**config.mk**
```make
export PLATFORM = sky130hd
export DESIGN_NAME = mc_maindec
export DESIGN_NICKNAME = d
export VERILOG_FILES = /design/src/rtl/mc_maindec.sv
export SDC_FILE = /design/constraint.sdc
export NUM_CORES = 1
export LEC_CHECK = 0
export ABC_AREA = 1
export BUFFER_PORTS_ARGS = -buffer_cell sky130_fd_sc_hd__buf_2
export CAP_MARGIN = 20
export CORE_AREA = 3 3 40 42
export DETAILED_ROUTE_END_ITERATION = 10
export DIE_AREA = 0 0 43 45
export HOLD_SLACK_MARGIN = 0.02
export PLACE_DENSITY_LB_ADDON = 0.08
export SLEW_MARGIN = 20
export SYNTH_ARGS = -nofsm -noshare
export SYNTH_HDL_FRONTEND = slang
export SYNTH_SLANG_ARGS = --single-unit
```
**constraint.sdc**
```tcl
create_clock -name clk -period 1.4 [get_ports clk]
set_input_delay 0.14 -clock clk [delete_from_list [all_inputs] [get_ports clk]]
set_output_delay 0.14 -clock clk [all_outputs]
set_load 0.01 [all_outputs]
```
**src/rtl/mc_maindec.sv**
```systemverilog
// Multicycle MIPS main control FSM: steps each instruction through fetch/decode/execute
// states and drives datapath enables, mux selects and aluop, with mem_ready wait states.
module mc_maindec #(
  parameter int unsigned USE_MEM_READY = 1,
  parameter int unsigned STATE_W       = 4
) (
  input  logic       clk,
  input  logic       reset_n,
  input  logic [5:0] op,
  input  logic       zero,
  input  logic       mem_ready,
  output logic       irwrite,
  output logic       pcen,
  output logic       memwrite,
  output logic       regwrite,
  output logic       iord,
  output logic       regdst,
  output logic       memtoreg,
  output logic       alusrca,
  output logic [1:0] alusrcb,
  output logic [1:0] pcsrc,
  output logic [1:0] aluop,
  output logic       illegal_op
);

  localparam int unsigned OP_W = 6;

  localparam logic [OP_W-1:0] OP_RTYPE = 6'b000000;
  localparam logic [OP_W-1:0] OP_LW    = 6'b100011;
  localparam logic [OP_W-1:0] OP_SW    = 6'b101011;
  localparam logic [OP_W-1:0] OP_BEQ   = 6'b000100;
  localparam logic [OP_W-1:0] OP_ADDI  = 6'b001000;
  localparam logic [OP_W-1:0] OP_J     = 6'b000010;

  localparam logic [1:0] SRCB_RT    = 2'b00;
  localparam logic [1:0] SRCB_FOUR  = 2'b01;
  localparam logic [1:0] SRCB_IMM   = 2'b10;
  localparam logic [1:0] SRCB_IMMS2 = 2'b11;

  localparam logic [1:0] PCSRC_ALU    = 2'b00;
  localparam logic [1:0] PCSRC_ALUOUT = 2'b01;
  localparam logic [1:0] PCSRC_JUMP   = 2'b10;

  localparam logic [1:0] ALUOP_ADD   = 2'b00;
  localparam logic [1:0] ALUOP_SUB   = 2'b01;
  localparam logic [1:0] ALUOP_FUNCT = 2'b10;

  typedef enum logic [STATE_W-1:0] {
    S_FETCH   = STATE_W'(0),
    S_DECODE  = STATE_W'(1),
    S_MEMADR  = STATE_W'(2),
    S_MEMRD   = STATE_W'(3),
    S_MEMWB   = STATE_W'(4),
    S_MEMWR   = STATE_W'(5),
    S_RTYPEEX = STATE_W'(6),
    S_RTYPEWB = STATE_W'(7),
    S_BEQEX   = STATE_W'(8),
    S_ADDIEX  = STATE_W'(9),
    S_ADDIWB  = STATE_W'(10),
    S_JEX     = STATE_W'(11)
  } state_t;

  state_t     r_state;
  state_t     w_next;
  logic       w_mem_ready;
  logic       w_op_known;
  logic       w_irwrite;
  logic       w_pcwrite;
  logic       w_branch;
  logic       w_memwrite;
  logic       w_regwrite;
  logic       w_illegal;
  logic       w_iord;
  logic       w_regdst;
  logic       w_memtoreg;
  logic       w_alusrca;
  logic [1:0] w_alusrcb;
  logic [1:0] w_pcsrc;
  logic [1:0] w_aluop;

  assign w_mem_ready = (USE_MEM_READY != 0) ? mem_ready : 1'b1;

  assign w_op_known = (op == OP_RTYPE) || (op == OP_LW) || (op == OP_SW) ||
                      (op == OP_BEQ) || (op == OP_ADDI) || (op == OP_J);

  always_ff @(posedge clk or negedge reset_n) begin
    if (!reset_n) r_state <= S_FETCH;
    else          r_state <= w_next;
  end

  // Next-state logic; unused encodings fall back to FETCH.
  always_comb begin
    w_next = S_FETCH;
    case (r_state)
      S_FETCH:   w_next = w_mem_ready ? S_DECODE : S_FETCH;
      S_DECODE: begin
        case (op)
          OP_LW, OP_SW: w_next = S_MEMADR;
          OP_RTYPE:     w_next = S_RTYPEEX;
          OP_BEQ:       w_next = S_BEQEX;
          OP_ADDI:      w_next = S_ADDIEX;
          OP_J:         w_next = S_JEX;
          default:      w_next = S_FETCH;
        endcase
      end
      S_MEMADR:  w_next = (op == OP_SW) ? S_MEMWR : S_MEMRD;
      S_MEMRD:   w_next = w_mem_ready ? S_MEMWB : S_MEMRD;
      S_MEMWB:   w_next = S_FETCH;
      S_MEMWR:   w_next = w_mem_ready ? S_FETCH : S_MEMWR;
      S_RTYPEEX: w_next = S_RTYPEWB;
      S_RTYPEWB: w_next = S_FETCH;
      S_BEQEX:   w_next = S_FETCH;
      S_ADDIEX:  w_next = S_ADDIWB;
      S_ADDIWB:  w_next = S_FETCH;
      S_JEX:     w_next = S_FETCH;
      default:   w_next = S_FETCH;
    endcase
  end

  // Moore output decode; only the FETCH/MEMWR strobes follow mem_ready.
  always_comb begin
    w_irwrite  = 1'b0;
    w_pcwrite  = 1'b0;
    w_branch   = 1'b0;
    w_memwrite = 1'b0;
    w_regwrite = 1'b0;
    w_illegal  = 1'b0;
    w_iord     = 1'b0;
    w_regdst   = 1'b0;
    w_memtoreg = 1'b0;
    w_alusrca  = 1'b0;
    w_alusrcb  = SRCB_RT;
    w_pcsrc    = PCSRC_ALU;
    w_aluop    = ALUOP_ADD;
    case (r_state)
      S_FETCH: begin
        w_alusrcb = SRCB_FOUR;
        w_irwrite = w_mem_ready;
        w_pcwrite = w_mem_ready;
      end
      S_DECODE: begin
        w_alusrcb = SRCB_IMMS2;
        w_illegal = !w_op_known;
      end
      S_MEMADR, S_ADDIEX: begin
        w_alusrca = 1'b1;
        w_alusrcb = SRCB_IMM;
      end
      S_MEMRD: w_iord = 1'b1;
      S_MEMWR: begin
        w_iord     = 1'b1;
        w_memwrite = w_mem_ready;
      end
      S_MEMWB: begin
        w_memtoreg = 1'b1;
        w_regwrite = 1'b1;
      end
      S_RTYPEEX: begin
        w_alusrca = 1'b1;
        w_aluop   = ALUOP_FUNCT;
      end
      S_RTYPEWB: begin
        w_regdst   = 1'b1;
        w_regwrite = 1'b1;
      end
      S_BEQEX: begin
        w_alusrca = 1'b1;
        w_aluop   = ALUOP_SUB;
        w_pcsrc   = PCSRC_ALUOUT;
        w_branch  = 1'b1;
      end
      S_ADDIWB: w_regwrite = 1'b1;
      S_JEX: begin
        w_pcsrc   = PCSRC_JUMP;
        w_pcwrite = 1'b1;
      end
      default: w_alusrcb = SRCB_RT;
    endcase
  end

  // Write strobes are held off while reset_n is low; state is already FETCH then.
  assign irwrite    = reset_n & w_irwrite;
  assign pcen       = reset_n & (w_pcwrite | (w_branch & zero));
  assign memwrite   = reset_n & w_memwrite;
  assign regwrite   = reset_n & w_regwrite;
  assign illegal_op = reset_n & w_illegal;
  assign iord       = w_iord;
  assign regdst     = w_regdst;
  assign memtoreg   = w_memtoreg;
  assign alusrca    = w_alusrca;
  assign alusrcb    = w_alusrcb;
  assign pcsrc      = w_pcsrc;
  assign aluop      = w_aluop;

endmodule
```
# After elaboration in Yosys (flattened, before gate mapping)
# Index checks and enable logic that the tools add are counted.
[word_totals] ff_bits=4 inputBits=10
[op_classes] n_eq_ne=16 n_mux=19 bitwise_logic=7 reduce_logical=13
[op_table] cell="$pmux W4 S7" count=1
[op_table] cell="$pmux W4 S5" count=1
[op_table] cell="$eq A4 B3 Y1 const B" count=4
[op_table] cell="$eq A4 B4 Y1 const B" count=4
[op_table] cell="$eq A6 B6 Y1 const B" count=2
[op_table] cell="$mux W1" count=10
[op_table] cell="$mux W3" count=3
[op_table] cell="$eq A4 B2 Y1 const B" count=2
[op_table] cell="$pmux W2 S2" count=2
[op_table] cell="$and A1 B1 Y1" count=6
[op_table] cell="$eq A6 B2 Y1 const B" count=1
[op_table] cell="$eq A6 B3 Y1 const B" count=1
[op_table] cell="$eq A6 B4 Y1 const B" count=1
[op_table] cell="$logic_not A6 Y1" count=1
[op_table] cell="$pmux W2 S3" count=1
[op_table] cell="$reduce_or A2 Y1" count=3
[op_table] cell="$logic_or A1 B1 Y1" count=5
[op_table] cell="$eq A4 B1 Y1 const B" count=1
[op_table] cell="$logic_not A4 Y1" count=1
[op_table] cell="$reduce_or A4 Y1" count=1
[op_table] cell="$reduce_or A3 Y1" count=1
[op_table] cell="$pmux W1 S2" count=1
[op_table] cell="$logic_not A1 Y1" count=1
[op_table] cell="$or A1 B1 Y1" count=1

# Logic depth before layout (Yosys ltp)
# Gate-level depths: netlist of run 1.
[depth] depth_word=9 mapped_depth=7

# Worst setup path before layout of run 1
# OpenSTA, ideal clock, no wires.
[synth_path] path_kind="register -> output" startpoint="register r_state[3]" endpoint="output port illegal_op" t_arrival_ns=1.039 t_required_ns=1.260 slack_ns=0.221 path_stages_with_launch=6 n_path_buf=0 cell_sequence="dfrtp_1 > nor2_2 > nand2_2 > nor2_1 > nand3_1 > nor2_1"
[synth_between] elab_chain_cells=3
[synth_rtl] element="start, declared" line_no="63" rtl="state_t r_state;"
[synth_rtl] element="start signal, assigned" line_no="88" rtl="else r_state <= w_next;"
[synth_rtl] element="$eq A4 B1 Y1" line_no="135" rtl="case (r_state)"
[synth_rtl] element="$mux W1" line_no="135"
[synth_rtl] element="$and A1 B1 Y1" line_no="186" rtl="assign illegal_op = reset_n & w_illegal;"
[synth_rtl] element="end, declared" line_no="23" rtl="output logic illegal_op"
# Every way passes these cells.

# Final worst setup path of run 1
[layout_path] startpoint="register r_state[3]" endpoint="output port pcen"
[layout_between] elab_chain_cells=5
[layout_rtl] element="$eq A4 B4 Y1" line_no="135"
[layout_rtl] element="$mux W1" line_no="135"
[layout_rtl] element="$and A1 B1 Y1" line_no="183" rtl="assign pcen = reset_n & (w_pcwrite | (w_branch & zero));"
[layout_rtl] element="$or A1 B1 Y1 *" line_no="183"
[layout_rtl] element="$and A1 B1 Y1 *" line_no="183"
[layout_rtl] element="end, declared" line_no="13" rtl="output logic pcen,"
# Every way passes the cells marked *; elsewhere a longest branch is shown, timed or not.

==> metrics, run 1 <==
synthesized instance count=101; Via Count=675; Max VDD drop=958 uV; P_leak=0.510 nW; f_max=694 MHz; final WL=1320 um; vias per inst=4.59; Rel. slew slack=80.8%; largest area contributor in the synthesized netlist=nand2_1; routability cong.=0.829; IO buf count=24; drt pass-1 iters=4; Worst Path Required=1.26 ns; CTS sink count=4; clk_lat worst skew=0.23 ns; Syn-to-layout area delta=43.7%; top cell type's share of synthesized area=20.3%; wire length on met1=597 um; HPWL Detailed=1100 um; total gr overflow=0; share of cells above drive strength 1=37.1%; core area=0.00128 mm2; Hold Path Class=in2reg; pwr dens=1390 mW/mm2; largest net degree at the start of global routing=7; largest fanout on the critical path=6; Synth cell types=12; synthesized net count=111; max FFs per register=4; vias in the first global route=577; Worst EP arrival=1.30 ns; clock slew at reported path FFs=0.04 ns; Final setup violation count=4; max-slew violations=0; failing checks=setup timing; WS Path Type=reg2out; Worst-Margin Slew=0.287 ns; row count=13; die width=43 um; Met2 Wirelength=632 um; register area share after synthesis=19.3%; fin nets=144; Mapped Area=518 um2; H-Tree Level Count=1; initial antenna violation count=0; Clock Path Buffers=2; startpoint types=flop; final period utilization=103%; Worst setup EP type=output port; setup TNS=-0.0992 ns; #FFs+latches synth=4; Residual DRC=0; final setup margin=-0.0403 ns; Starting Density=40.3%; synth warn=0; Biggest register=r_state; highest routed layer=met3; all-layer global routing usage=14.8%; top cells by area, synth=nand2_1 20%, dfrtp_1 19%, nand3_1 16%; worst slack, placed=0.153 ns; RSZ-0062 raised after global routing=true; CTS Buf Count=3; die height=45 um; wire length of the first global-routing pass=2230 um; Avg Inst Size Synth=5.13 um2; DR iter-0 viols=12; Util after Layout=57.9%; post-route antenna net violation count=0; status=finished with violations; DR WL met3=92 um; Overall Power=1.03 mW; max_cap viols=0; CTS tree=done; clk root buf=clkbuf_4; post-DR wirelength/cell=9.00 um; die area=0.00194 mm2; Hold Vio Cnt, Final=0; clk_skew=0.00839 ns; Largest regs=r_state: 4 flops; Antenna Cells=0; final worst path period need=1.44 ns; # IOs=25
==> stage by stage <==
stage	instance area [um2]	hold slack [ns]	instances
finish	744	0.305	147
global route	744	0.343	147
CTS	726	0.312	145
detailed placement	664	-0.0207	141
global placement	664	-0.0234	141
floorplan	518	-0.156	101
==> critical path, stage by stage, from the launching register on <==
cell     delay (ns)
dfrtp_2        0.46
nor2_4         0.17
nand3_1        0.14
nand3_1        0.11
nand2_1        0.05
inv_1          0.04
buf_2          0.11
==> cell usage after synthesis <==
library cell and count:
nor2_1 21, nand2_2 1, nor3_1 2, nand3_1 17, o21ai_1 1, nand2_1 28, inv_2 3, inv_1 18
dfrtp_1 4, nand3b_1 1, nor2_4 2, nor2_2 3
==> layer usage <==
| layer | vias to the layer above | GRT usage (%) |
|---|---|---|
| met5 | - | 0 |
| met4 | 0 | 0 |
| met3 | 0 | 4.78 |
| met2 | 17 | 26.0 |
| met1 | 289 | 18.9 |
| li1 | 369 | - |
==> kinds of logic (layout without fill, tap and decap cells) <==
family                 count (synthesis)  after routing  share of synthesized area [%]
flip-flops                             4              4                           19.3
AND/OR/NAND/NOR                       75             75                           64.5
AO/OA/AOI/OAI                          1              1                          0.965
buffers and inverters                 21             52                           15.2
==> cell type report <==
class / instances / area (um2)
Fill cell: 130 / 541
Multi-Input combinational cell: 76 / 367
Timing Repair Buffer: 28 / 153
Sequential cell: 4 / 105
Inverter: 21 / 78.8
Clock buffer: 3 / 22.5
Tap cell: 15 / 18.8
==> cells in the final DEF (no fill, tap or decap) <==
master	n
buf_2	24
buf_4	3
clkbuf_4	3
dfrtp_2	4
dlygate4sd3_1	1
inv_1	17
inv_2	4
nand2_1	24
nand2_2	5
nand3_1	17
nand3b_1	1
nor2_1	20
nor2_2	1
nor2_4	5
nor3_1	2
o21ai_1	1
==> final timing paths <==
check	from	endpoint	slack (ns)	cells after the start
hold reg to reg	r_state[2]$_DFF_PN0_	r_state[1]$_DFF_PN0_	0.67	3
min in group asynchronous	reset_n	r_state[2]$_DFF_PN0_	0.33	2
setup reg to reg	r_state[3]$_DFF_PN0_	r_state[0]$_DFF_PN0_	0.28	6
max in group asynchronous	reset_n	r_state[0]$_DFF_PN0_	0.87	2
hold / removal	mem_ready	r_state[2]$_DFF_PN0_	0.31	5
setup / recovery	r_state[3]$_DFF_PN0_	pcen	-0.04	6
==> where the power goes <==
group	switching, mW	internal, mW	total, mW
clock network	0.0449	0.0957	0.141
registers	0.0643	0.160	0.224
logic	0.399	0.268	0.668
total	0.508	0.524	1.03
==> timing repair <==
action,4_1_cts,5_1_grt
endpoints found under the setup margin,8,8
resized for setup,11,2
setup buffers,0,2
pin swaps,1,2
hold endpoints to repair,4,0
hold buffers,1,0
(Power assumes the default switching activity.)
==> inputs of run 2 (changes only) <==
--- a/config.mk
+++ b/config.mk
@@ -12,7 +12,7 @@
 export DETAILED_ROUTE_END_ITERATION = 10
 export DIE_AREA = 0 0 43 45
 export HOLD_SLACK_MARGIN = 0.02
-export PLACE_DENSITY_LB_ADDON = 0.08
+export PLACE_DENSITY = 0.68
 export SLEW_MARGIN = 20
 export SYNTH_ARGS = -nofsm -noshare
 export SYNTH_HDL_FRONTEND = slang
==> metrics, run 2 (synthesis gave the netlist of run 1 again) <==
status=finished with violations; failing checks=setup timing; Hold Vio Cnt, Final=0; vias in the first global route=575; Antenna Cells=0; Hold Path Class=in2reg; Worst EP arrival=1.32 ns; final setup margin=-0.0619 ns; initial antenna violation count=0; Critical-path top delay cell=dfrtp_2; most frequent cells in the layout=26 x nand2_1, 23 x buf_2, 18 x nor2_1, 17 x inv_1, 15 x nand3_1; core area=0.00128 mm2; CTS Buf Count=3; P_leak=0.513 nW; IO buf count=24; max-slew violations=0; final period utilization=104%; CP top delay family=simple AND/OR/NAND/NOR gates; pwr dens=1400 mW/mm2; Starting Density=40.3%; H-Tree Level Count=1; Sw Share=48.8%; wire length of the first global-routing pass=2210 um; Fillers=129; # IOs=25; Via Count=688; die height=45 um; DR iter-0 viols=21; final worst path period need=1.46 ns; Overall Power=1.05 mW; fin nets=143; row count=13; Worst-Margin Slew=0.326 ns; Worst setup EP type=output port; vias per inst=4.71; Final setup violation count=4; clock slew at reported path FFs=0.04 ns; Max stage delay on crit path=0.46 ns; P_sw=0.513 mW; die area=0.00194 mm2; sequential power share=21.3%; max FFs per register=4; final WL=1400 um; CTS tree=done; Clock Path Buffers=2; final instance area=753 um2; total gr overflow=0; logic gate share of total power=65.7%; crit-path cells=nor2_4 > nand2_2 > nor2_2 > nand3_1 > nor2_1 > buf_2; WS Path Type=reg2out; Biggest register=r_state; f_max=684 MHz; Util after Layout=58.6%; post-route antenna net violation count=0; die width=43 um; Max VDD drop=605 uV; all-layer global routing usage=14.8%; CTS sink count=4; Pint=0.538 mW; drt pass-1 iters=4; Residual DRC=0; Syn-to-layout area delta=45.4%; worst hold slack=0.310 ns; Largest regs=r_state: 4 flops; routability cong.=0.803; clk_skew=0.00428 ns; share of cells above drive strength 1=38.2%; post-DR wirelength/cell=9.61 um; max_cap viols=0; largest fanout on the critical path=6; Rel. slew slack=78.2%; clk root buf=clkbuf_4; HPWL Detailed=1140 um; Worst Path Required=1.26 ns; startpoint types=flop; commonest non-fill, non-tap cell in the layout=nand2_1; placed cell area=657 um2; largest net degree at the start of global routing=7; clk_lat worst skew=0.23 ns; RSZ-0062 raised after global routing=true; WP buf/inv=1; clock network power share=13.0%
## run 2: stage by stage
| step | worst slack (ns) | TNS, ns | std cells |
|---|---|---|---|
| after global routing | -0.155 | -0.565 | 146 |
| final | -0.0619 | -0.136 | 146 |
| after CTS | -0.0762 | -0.141 | 146 |
| after floorplan | 0.221 | 0 | 101 |
| after global placement | 0.133 | 0 | 140 |
| after detailed placement | 0.0901 | 0 | 140 |
## run 2: cell type report
class	instances	area (um2)	area share, %
multi-input cells	76	377	50.0
clock buffers	3	22.5	2.99
well taps	15	18.8	2.49
repair buffers	27	151	20.1
inverters	21	78.8	10.5
flip-flops and latches	4	105	14.0
## run 2: worst register-to-register path, delay by kind of cell, from the launching register on
family,cells,cell delay [ns]
and+or+nand+nor,5,0.53
buffers and inverters,1,0.14
DFF,1,0.46
## run 2: power by group through the flow
stage	Clock, mW	Combinational (mW)	Sequential [mW]
after global placement	0	0.580	0.212
after floorplan	0	0.401	0.205
after CTS	0.143	0.678	0.221
after detailed placement	0	0.577	0.212
final	0.137	0.691	0.224
after global routing	0.148	0.772	0.228
## run 2: timing repair
item                                    in CTS  in global routing
endpoints found under the setup margin       7                  7
gates resized for setup                     12                  4
setup buffers                                2                  0
hold buffers                                 1                  0
pin swaps                                    3                  1
hold endpoints to repair                     4                  0
## run 2: path summary, 6_finish.rpt
check | from | to | slack [ns] | depth (start not counted)
setup / recovery | r_state[3]$_DFF_PN0_ | illegal_op | -0.06 | 6
hold / removal | mem_ready | r_state[0]$_DFF_PN0_ | 0.31 | 5
setup reg to reg | r_state[3]$_DFF_PN0_ | r_state[2]$_DFF_PN0_ | 0.22 | 6
hold reg to reg | r_state[0]$_DFF_PN0_ | r_state[1]$_DFF_PN0_ | 0.68 | 3
max in group asynchronous | reset_n | r_state[2]$_DFF_PN0_ | 0.90 | 2
min in group asynchronous | reset_n | r_state[1]$_DFF_PN0_ | 0.32 | 2
## run 2: per-layer routing
layer | vias to the layer above | wire length, um | global-route usage (%)
li1 | 369 | - | -
met1 | 291 | 557 | 16.0
met2 | 28 | 734 | 29.6
met3 | 0 | 111 | 3.59
met4 | 0 | 0 | 1.81
met5 | - | 0 | 0
==> inputs of run 3 (changes only) <==
==> constraint.sdc (replaced) <==
create_clock -name clk -period 1.6 [get_ports clk]
set_input_delay 0.16 -clock clk [delete_from_list [all_inputs] [get_ports clk]]
set_output_delay 0.16 -clock clk [all_outputs]
set_load 0.01 [all_outputs]
==> metrics, run 3 (synthesis gave the netlist of run 1 again) <==
P_leak=0.512 nW; final worst path period need=1.53 ns; post-route antenna net violation count=0; row count=13; status=finished, final reports clean; wire length on met1=565 um; Util after Layout=57.4%; CTS sink count=4; die height=45 um; multi-input logic area=359 um2; Met2 Wirelength=746 um; HPWL Detailed=1140 um; max_cap viols=0; routability cong.=0.789; largest net degree at the start of global routing=8; final period utilization=95.8%; Clock Path Buffers=2; Worst setup EP type=output port; Inst Count DP=140; die area=0.00194 mm2; startpoint types=flop; drt pass-1 iters=4; f_max=653 MHz; IO buf count=24; Worst R2R Setup Slack=0.40 ns; # IOs=25; die width=43 um; Largest regs=r_state: 4 flops; vias in the first global route=609; highest routed layer=met3; Hold Vio Cnt, Final=0; Worst EP arrival=1.37 ns; max-slew violations=0; total gr overflow=0; H-Tree Level Count=1; post-DR wirelength/cell=9.63 um; vias per inst=4.65; Rel. slew slack=79.9%; fin nets=144; Residual DRC=0; Final setup violation count=0; most frequent cells in the layout=27 x nand2_1, 23 x buf_2, 20 x nor2_1, 17 x inv_1, 17 x nand3_1; share of cells above drive strength 1=34.1%; Non-Filler Instances=147; Max VDD drop=589 uV; Biggest register=r_state; RR Startpoint=r_state[0]$_DFF_PN0_; WS Path Type=reg2out; core area=0.00128 mm2; Via Count=684; CTS Buf Count=3; clk_skew=0.000679 ns; final WL=1420 um; Starting Density=40.3%; Worst Path Required=1.44 ns; wire length of the first global-routing pass=2240 um; worst r2r dst=r_state[2]$_DFF_PN0_; clk_lat worst skew=0.23 ns; commonest non-fill, non-tap cell in the layout=nand2_1; Overall Power=0.907 mW; DR iter-0 viols=16; clock slew at reported path FFs=0.03 ns; Hold Path Class=in2async; CTS tree=done; pwr dens=1230 mW/mm2; Reg2Reg Depth=7; DR WL met3=103 um; clk root buf=clkbuf_4; all-layer global routing usage=15.1%; Syn-to-layout area delta=42.5%; largest fanout on the critical path=4; initial antenna violation count=0; register area=104 um2; max FFs per register=4; Antenna Cells=0; Fillers=137; Worst-Margin Slew=0.300 ns
==> run 3: cell count changes in the layout (fill, tap and decap cells not counted), moves of 2 or more <==
cell / change
nand2_2: -2
nor2_1: +2
nand3_1: +2
buf_4: +2
nand3_2: -2
==> run 3: where the power goes <==
part	total, mW	switching [mW]	internal [mW]	leakage (nW)
logic	0.596	0.356	0.240	0.449
registers	0.193	0.0555	0.137	0.0489
clock network	0.119	0.0355	0.0835	0.0138
total	0.907	0.447	0.460	0.512
==> run 3: metal layers <==
layer	vias to the layer above	GRT usage, %
li1	370	-
met1	291	15.8
met2	23	30.2
met3	0	2.39
met4	0	5.42
met5	-	0
==> run 3: layout make-up <==
type / instances / share of cell area (%)
clock buffer: 3 / 3.05
sequential: 4 / 14.1
inverter: 21 / 10.7
tap: 15 / 2.54
timing repair buffer: 28 / 21.0
multi-input combinational: 76 / 48.6
==> run 3: critical path, cell delays in order (launching register included) <==
cell     delay (ns)
dfrtp_1        0.43
inv_2          0.08
nor2_4         0.18
buf_4          0.13
nand2_1        0.05
nor3_1         0.12
buf_2          0.15
==> run 3: worst max path at each step <==
stage	slack, ns	endpoint	start
detailed placement	0.28	illegal_op	r_state[3]$_DFF_PN0_
global route	-0.01	illegal_op	r_state[0]$_DFF_PN0_
finish	0.07	memwrite	r_state[0]$_DFF_PN0_
global placement	0.31	illegal_op	r_state[3]$_DFF_PN0_
CTS	0.03	illegal_op	r_state[3]$_DFF_PN0_
floorplan	0.40	illegal_op	r_state[3]$_DFF_PN0_
==> run 3: timing repair <==
action,in CTS,in global routing
setup endpoints to repair,0,3
resized for setup,0,11
hold endpoints to repair,4,0
setup buffers,0,3
hold buffers,1,0
==> run 3: stage by stage <==
| stage | hold WS, ns | setup TNS [ns] | setup slack [ns] | instance area [um2] |
|---|---|---|---|---|
| 2_1_floorplan | -0.136 | 0 | 0.401 | 518 |
| 3_3_place_gp | -0.00754 | 0 | 0.310 | 657 |
| 3_5_place_dp | -0.00867 | 0 | 0.284 | 657 |
| 4_1_cts | 0.279 | 0 | 0.0339 | 689 |
| 5_1_grt | 0.293 | -0.0121 | -0.0115 | 738 |
| 6_report | 0.283 | 0 | 0.0676 | 738 |
